<file path="src/rtl/program_loader_if.sv">
// rtl/program_loader_if.sv - byte stream input and instruction memory write bus of program_loader
interface program_loader_if #(
   parameter int data_bits           = 32,
   parameter int memory_address_bits = 10
);
   logic [7:0]                     in_data;
   logic                           in_valid;
   logic                           in_ready;
   logic                           mem_write;
   logic [memory_address_bits-1:0] mem_address;
   logic [data_bits-1:0]           mem_write_data;

   // loader view: consumes the byte stream, produces memory writes
   modport slave (
      input  in_data, in_valid,
      output in_ready, mem_write, mem_address, mem_write_data
   );

   // upstream view: produces the byte stream, observes memory writes
   modport master (
      output in_data, in_valid,
      input  in_ready, mem_write, mem_address, mem_write_data
   );
endinterface

</file>
<file path="src/rtl/program_loader.sv">
// rtl/program_loader.sv - boot loader: byte frame to 32-bit instruction memory writes with XOR check
module program_loader #(
   parameter int data_bits           = 32,
   parameter int memory_size         = 1024,
   parameter int memory_address_bits = $clog2(memory_size)
) (
   input  logic             clk,
   input  logic             reset,
   input  logic             start,
   program_loader_if.slave  bus,
   output logic             core_reset,
   output logic             busy,
   output logic             done,
   output logic             error
);
   typedef enum logic [2:0] {IDLE, LEN_LO, LEN_HI, DATA, CHECK, DONE, ERROR} state_t;

   // memory_size is limited to 65535, so it always fits the 16-bit length field
   localparam logic [15:0] max_words = 16'(memory_size);

   state_t        state;
   state_t        state_nxt;
   logic [15:0]   len;
   logic [15:0]   word_cnt;
   logic [1:0]    byte_idx;
   logic [7:0]    checksum;
   logic [23:0]   word_buf;
   logic          accept;
   logic [15:0]   len_in;
   logic          last_word;

   assign accept    = bus.in_valid && bus.in_ready;
   assign len_in    = {bus.in_data, len[7:0]};
   assign last_word = (word_cnt + 16'd1) == len;

   // next state, so that the status outputs can be registered in step with the state
   always_comb begin
      state_nxt = state;
      case (state)
         IDLE, DONE, ERROR: if (start) state_nxt = LEN_LO;
         LEN_LO:            if (accept) state_nxt = LEN_HI;
         LEN_HI: begin
            if (accept) begin
               if (len_in == 16'd0)          state_nxt = CHECK;
               else if (len_in > max_words)  state_nxt = ERROR;
               else                          state_nxt = DATA;
            end
         end
         DATA:   if (accept && byte_idx == 2'd3 && last_word) state_nxt = CHECK;
         CHECK:  if (accept) state_nxt = (bus.in_data == checksum) ? DONE : ERROR;
         default: state_nxt = IDLE;
      endcase
   end

   // state register, word assembly, memory write strobe and registered status flags
   always_ff @(posedge clk) begin
      if (reset) begin
         state              <= IDLE;
         len                <= '0;
         word_cnt           <= '0;
         byte_idx           <= '0;
         checksum           <= '0;
         word_buf           <= '0;
         bus.in_ready       <= 1'b0;
         bus.mem_write      <= 1'b0;
         bus.mem_address    <= '0;
         bus.mem_write_data <= '0;
         core_reset         <= 1'b1;
         busy               <= 1'b0;
         done               <= 1'b0;
         error              <= 1'b0;
      end else begin
         state        <= state_nxt;
         bus.in_ready <= state_nxt inside {LEN_LO, LEN_HI, DATA, CHECK};
         busy         <= state_nxt inside {LEN_LO, LEN_HI, DATA, CHECK};
         done         <= state_nxt == DONE;
         error        <= state_nxt == ERROR;
         core_reset   <= state_nxt != DONE;
         bus.mem_write <= 1'b0;

         // a new load starts from word 0 with a fresh checksum
         if ((state inside {IDLE, DONE, ERROR}) && start) begin
            word_cnt <= '0;
            byte_idx <= '0;
            checksum <= '0;
         end

         if (accept) begin
            case (state)
               LEN_LO: len[7:0] <= bus.in_data;
               LEN_HI: len      <= len_in;
               DATA: begin
                  checksum <= checksum ^ bus.in_data;
                  byte_idx <= byte_idx + 2'd1;
                  // little-endian: earlier bytes shift down toward bits [7:0]
                  word_buf <= {bus.in_data, word_buf[23:8]};
                  if (byte_idx == 2'd3) begin
                     bus.mem_write      <= 1'b1;
                     bus.mem_address    <= word_cnt[memory_address_bits-1:0];
                     bus.mem_write_data <= data_bits'({bus.in_data, word_buf});
                     word_cnt           <= word_cnt + 16'd1;
                  end
               end
               default: ;
            endcase
         end
      end
   end
endmodule
</file>
<file path="src/flat_wrapper.sv">
// flat-port wrapper written by rule: the top's interface ports become plain ports
module program_loader_flat 
#(
   parameter int data_bits           = 32,
   parameter int memory_size         = 1024,
   parameter int memory_address_bits = $clog2(memory_size)
)
  (clk, reset, start, core_reset, busy, done, error, bus_in_data, bus_in_valid, bus_in_ready, bus_mem_write, bus_mem_address, bus_mem_write_data);
  program_loader_if #(.data_bits(data_bits), .memory_address_bits(memory_address_bits)) bus_i ();
  input  logic clk;
  input  logic reset;
  input  logic start;
  output logic core_reset;
  output logic busy;
  output logic done;
  output logic error;
  input wire logic [$bits(bus_i.in_data)-1:0] bus_in_data;
  input wire logic [$bits(bus_i.in_valid)-1:0] bus_in_valid;
  output wire logic [$bits(bus_i.in_ready)-1:0] bus_in_ready;
  output wire logic [$bits(bus_i.mem_write)-1:0] bus_mem_write;
  output wire logic [$bits(bus_i.mem_address)-1:0] bus_mem_address;
  output wire logic [$bits(bus_i.mem_write_data)-1:0] bus_mem_write_data;
  assign bus_i.in_data = bus_in_data;
  assign bus_i.in_valid = bus_in_valid;
  assign bus_in_ready = bus_i.in_ready;
  assign bus_mem_write = bus_i.mem_write;
  assign bus_mem_address = bus_i.mem_address;
  assign bus_mem_write_data = bus_i.mem_write_data;
  program_loader #(.data_bits(data_bits), .memory_size(memory_size), .memory_address_bits(memory_address_bits)) u_core (.clk(clk), .reset(reset), .start(start), .bus(bus_i), .core_reset(core_reset), .busy(busy), .done(done), .error(error));
endmodule
</file>
<file path="config.mk">
export PLATFORM = sky130hd
export DESIGN_NAME = program_loader_flat
export DESIGN_NICKNAME = d
export VERILOG_FILES = /design/src/rtl/program_loader_if.sv /design/src/rtl/program_loader.sv /design/src/flat_wrapper.sv
export SDC_FILE = /design/constraint.sdc
export NUM_CORES = 1
export LEC_CHECK = 0
export CAP_MARGIN = 15
export CORE_ASPECT_RATIO = 0.5
export CORE_MARGIN = 3
export CORE_UTILIZATION = 60
export CTS_CLUSTER_SIZE = 14
export DETAILED_ROUTE_END_ITERATION = 6
export GPL_TIMING_DRIVEN = 0
export PLACE_DENSITY = 0.86
export SETUP_SLACK_MARGIN = 0.15
export SKIP_LAST_GASP = 1
export SYNTH_ARGS = -nofsm -noshare
export SYNTH_HDL_FRONTEND = slang
export SYNTH_SLANG_ARGS = --single-unit
</file>
<file path="constraint.sdc">
create_clock -name clk -period 6.22 [get_ports clk]
set_input_delay 0.622 -clock clk [delete_from_list [all_inputs] [get_ports clk]]
set_output_delay 0.622 -clock clk [all_outputs]
set_load 0.02 [all_outputs]
</file>
== Word level (Yosys, flattened, before mapping) ==
Cells that the tools add are included.
Operators by class
  reduce and logical (&&, ||, !) cells: 14
  eq/ne operators: 16
  add/subtract/negate cells: 2
  multiplexer cells: 20
  $lt $le $gt $ge: 1
  bitwise operators: 3
Operator list (count)
  16-bit two-way mux: 4
  8-bit two-way mux: 3
  3-bit two-way mux: 7
  3-bit == test, second input constant: 6
  16-bit by 1-bit adder with 16-bit output, second input constant: 1
  16-bit == test: 1
  16-bit by 11-bit greater-than comparator with 1-bit output, second input constant: 1
  16-bit zero test: 1
  3-bit case mux with 5 select lines: 1
  3-bit by 2-bit == test with 1-bit output, second input constant: 4
  8-bit == test: 1
  2-bit two-way mux: 4
  8-bit bitwise XOR: 1
  3-bit by 1-bit == test with 1-bit output, second input constant: 2
  2-bit AND reduction: 3
  3-bit OR reduction: 2
  1-bit logical AND: 4
  4-bit nonzero test: 1
  3-bit zero test: 1
  3-bit inequality test, second input constant: 1
  3-bit AND reduction: 1
  3-bit nonzero test: 1
  2-bit by 1-bit adder with 2-bit output, second input constant: 1
  2-bit == test, second input constant: 1
  2 further kinds: 3
Word-level totals
  bits in registers: 116
  logic and storage cells: 70

== Logic depth before layout (Yosys ltp) ==
  word-level depth: 7
  gate-level depth with buffers: 9

== Worst setup path after synthesis ==
Ideal clock, no wire load.
  path kind: register to register
  start: reg u_core.word_cnt[1]
  end: reg u_core.core_reset
  stages on the path, launching flop included: 8
  arrival: 2682 ps
  buffers on the path: 0
  setup slack: 3404 ps
  cells stage by stage: dfxtp_1 -> ha_1 -> nand3_1 -> or4_1 -> or3_1 -> a2111o_1 -> o31a_1 -> or4b_1
On the way
  word-level cells in the longest chain between the ends: 6
Ends and longest elaborated chain
  start, declared: line program_loader.sv:24  | logic [15:0] word_cnt;
  start signal, assigned: line program_loader.sv:101  | word_cnt <= word_cnt + 16'd1;
  16-bit by 1-bit adder with 16-bit output: line program_loader.sv:34  | assign last_word = (word_cnt + 16'd1) == len;
  16-bit == test: line program_loader.sv:34
  1-bit logical AND: line program_loader.sv:49  | DATA: if (accept && byte_idx == 2'd3 && last_word) state_nxt = CHECK;
  3-bit two-way mux: line program_loader.sv:49
  3-bit case mux with 5 select lines: line program_loader.sv:39  | case (state)
  3-bit inequality test: line program_loader.sv:78  | core_reset <= state_nxt != DONE;
  end signal, assigned: line program_loader.sv:68  | core_reset <= 1'b1;
  end signal, assigned: line program_loader.sv:78
  end, declared: line program_loader.sv:11  | output logic core_reset,
Every way passes these cells.
A chain may end at the register's enable or synchronous reset.

== Worst setup path in the final report ==
  start: in bus_in_data[0]
  end: reg u_core.core_reset
On the way
  word-level cells in the longest chain between the ends: 6
  elaborated cells on any way between the ends: 10
  those cells by class: order compare (1); eq/ne (2); mux (6); reduce/logical (1)
Ends and longest elaborated chain
  start, declared: line flat_wrapper.sv:17  | input wire logic [$bits(bus_i.in_data)-1:0] bus_in_data;
  16-bit by 11-bit greater-than comparator with 1-bit output: line program_loader.sv:45  | else if (len_in > max_words) state_nxt = ERROR;
  3-bit two-way mux: line program_loader.sv:45
  3-bit two-way mux: line program_loader.sv:44  | if (len_in == 16'd0) state_nxt = CHECK;
  3-bit two-way mux: line program_loader.sv:43  | if (accept) begin
  3-bit case mux with 5 select lines (*): line program_loader.sv:39
  3-bit inequality test (*): line program_loader.sv:78
Every way passes the cells marked *; elsewhere a longest branch is shown, timed or not.

==> results.md <==
* Power per unit of standard cell area at 294.4 mW/mm^2
* Upper clock frequency limit at 295.0 MHz
* Critical path required time at 6500 ps
* Clock network latency to the later pin of the worst-skew pair at 410 ps
* Post-route clock skew at 7.344 ps
* Transition at the pin with the smallest max-transition slack at 985.1 ps
* Synth Register Bits at 116
* Weighted congestion at the end of routability-driven global placement at 0.9490
* Min Hold Slack at 452.1 ps
* Largest net degree at the start of global routing at 17
* # fillers at 526
* Syn nets at 661
* Setup tns final at 0 ps
* Clock tree from TritonCTS: built
* Count of different cell masters after synthesis at 51
* Row Count at 22
* Number of buffers created by CTS at 17
* Clock Tree Root: sky130_fd_sc_hd__clkbuf_16
* Floorplan die height at 70.60 um
* Resize count post-CTS at 0
* Final-report setup violation count at 0
* Worst VDD drop at 0.2562 mV
* Fraction of registers with async set or reset after synthesis at 0%
* Synth Instances at 647
* Iteration-0 DRC count of the detailed router at 340
* Number of vias per cell after detailed routing at 5.762
* Initial cell density of the core at 64.97%
* Vias in the first global route at 4681
* Worst reg2reg path depth at 7
* Total count of hold-check failures in the final report at 0
* Data arrival time of the critical path at 3670 ps
* Total of hold buffers inserted after clock tree synthesis at 0
* Total GRT Usage at 29.14%
* Worst slew margin relative to its limit at 33.72%
* DR DRC count at 0
* Global route total overflow at 0
* Leakage power of the design at 0.002187 uW
* Cell type with the largest total area after synthesis: sky130_fd_sc_hd__dfxtp_1
* Proportion of netlist area held by the largest area contributor at 46.38%
* Pins over their slew limit at 0
* Mapped Avg Cell Area at 7.739 sq um
* Net count reported at finish at 737
* MaxCap Viol Count at 0
* Area of the die at 0.009544 sq mm
* IO Port Bufs at 57
* Drt wl/cell at 15.84 um
* Worst-path clk slew at 60 ps
* Relative area change from synthesis to final layout at 26.66%
* Width of the chip at 135.2 um
* Synthesis warning total at 0
* Wirelength, routed at 13370 um
* RSZ-0062 raised after global routing: no
* H-tree levels at 4
* Layout cells sized above 1 at 6.114%
* Leading cell types by total area after synthesis: sky130_fd_sc_hd__dfxtp_1, sky130_fd_sc_hd__nand2_1, sky130_fd_sc_hd__a21oi_1
* Via total after detailed routing at 4863
* First-pass GRT wire length at 22160 um
* Seq/Total Area, Yosys at 46.38%
* Dominant synthesized flop cell: sky130_fd_sc_hd__dfxtp_1
* Path class of the lowest-slack min-delay path: reg2reg
* Number of antenna violations at the first check in global routing at 0
* Clock Path Buffers at 2
* Post-synthesis cell area at 0.005007 sq mm
* Number of flops mapped to enable cells by yosys at 0
* Core area at 0.007707 sq mm
* Number of diodes at 0
* DP Wirelength at 8871 um
* Worst Path Max Fanout at 7
* Kind of critical path: in2reg
* Result of the run: finished clean
* Buffers inserted by post-CTS timing repair at 0
* Post-layout min period at 3390 ps
* Type of destination of the critical path: register
* Post-route fraction of the period consumed by the critical path at 54.49%
* Critical path startpoint category: input port
* Pre-antenna DRT Iters at 5
* Number of sinks handled by clock tree synthesis at 116
* Top-level I/O count at 60
* Post-detailed-route count of antenna-violating nets at 0
* Cell depth of the worst hold path at 2
## report_power, final
part / internal, uW / switching [uW] / leakage [uW] / total [uW]
logic: 30.6 / 54.1 / 0.000944 / 84.6
clock network: 673 / 359 / 0.000308 / 1030
registers: 747 / 3.26 / 0.000935 / 751
## cell type report
type                       count  area (sq um)  share of cell area [%]
sequential                   116          2322                   36.61
inverter                       5         18.77                  0.2959
tap                          108         135.1                   2.131
multi-input combinational    478          2470                   38.94
clock inverter                15         203.9                   3.216
clock buffer                  17         425.4                   6.707
buffer                        48         196.4                   3.097
timing repair buffer          57         570.5                   8.996
## worst max-delay path, stage by stage
cell	delay, ps
sky130_fd_sc_hd__clkdlybuf4s50_1	580
sky130_fd_sc_hd__or4_1	600
sky130_fd_sc_hd__nor4_1	400
sky130_fd_sc_hd__a31oi_1	150
sky130_fd_sc_hd__a31o_2	240
sky130_fd_sc_hd__a311oi_1	580
sky130_fd_sc_hd__or4b_1	490
## layout by cell type (no fill, tap or decap), types with 14 or more instances in the layout
master and n:
sky130_fd_sc_hd__clkbuf_16 17, sky130_fd_sc_hd__a21oi_1 100, sky130_fd_sc_hd__nand2_1 165, sky130_fd_sc_hd__o21ai_0 30, sky130_fd_sc_hd__nor2_1 53, sky130_fd_sc_hd__clkdlybuf4s50_1 57
sky130_fd_sc_hd__clkbuf_1 38, sky130_fd_sc_hd__xor2_1 14, sky130_fd_sc_hd__dfxtp_1 116, sky130_fd_sc_hd__xnor2_1 14
## metrics by stage
| stage | power [uW] | area, sq um | utilization (%) | worst slack [ps] | instances |
|---|---|---|---|---|---|
| after floorplan | 817.6 | 5007 | - | 3404 | 647 |
| after global placement | 846.9 | 5713 | 74.12 | 2512 | 812 |
| after detailed placement | 847.8 | 5713 | 74.12 | 2445 | 812 |
| after CTS | 1871 | 6342 | 82.29 | 2868 | 844 |
| after global routing | 1914 | 6342 | 82.29 | 2638 | 844 |
| final | 1867 | 6342 | 82.29 | 2830 | 844 |
## cells by family (layout without fill, tap and decap cells)
logic type	after synthesis	in the layout	synth area share [%]
simple gates	282	282	24.64
mux	11	11	2.224
fa+ha+maj	2	2	0.4997
flops	116	116	46.38
buf+inv	53	142	4.298
xor+xnor	28	28	4.898
compound gates	155	155	17.07
## synthesized netlist by cell type, drive strengths merged, types with 3 or more instances
cell type / count
a21oi: 100
a31oi: 3
and2: 3
and3: 3
and4: 4
buf: 10
clkbuf: 38
dfxtp: 116
inv: 5
mux2i: 10
nand2: 165
nand2b: 3
nand3: 10
nand4: 5
nor2: 53
nor2b: 3
nor3: 7
nor4: 5
nor4b: 3
o21ai: 31
or3: 6
or4: 5
xnor2: 14
xor2: 14
## flip-flops by register name, summed over array words and instances (netlist names)
signal / cells
u_core.len: 16
u_core.bus.mem_write_data: 32
u_core.byte_idx: 2
u_core.done: 1
u_core.core_reset: 1
u_core.checksum: 8
u_core.error: 1
u_core.busy: 1
u_core.bus.mem_address: 10
u_core.bus.mem_write: 1
u_core.word_buf: 24
u_core.word_cnt: 16
u_core.state: 3
## routing by layer
metal,GRT usage [%],part of all wire (%),vias to the layer above
met2,46.09,47,214
met4,12.18,1.9,0
li1,-,-,2359
met3,8.878,8.6,24
met1,37.51,43,2266
met5,0,0,-
## path summary, 6_finish.rpt
check | slack, ps | end | startpoint
worst max-delay path | 2830 | u_core.core_reset | bus_in_data[0]
worst max register to register | 3000 | u_core.core_reset | u_core.word_cnt[1]
worst min register to register | 450 | u_core.bus.mem_write_data[6] | u_core.word_buf[6]
worst min-delay path | 450 | u_core.bus.mem_write_data[6] | u_core.word_buf[6]
Note: power is estimated with default switching activity, not from simulation.
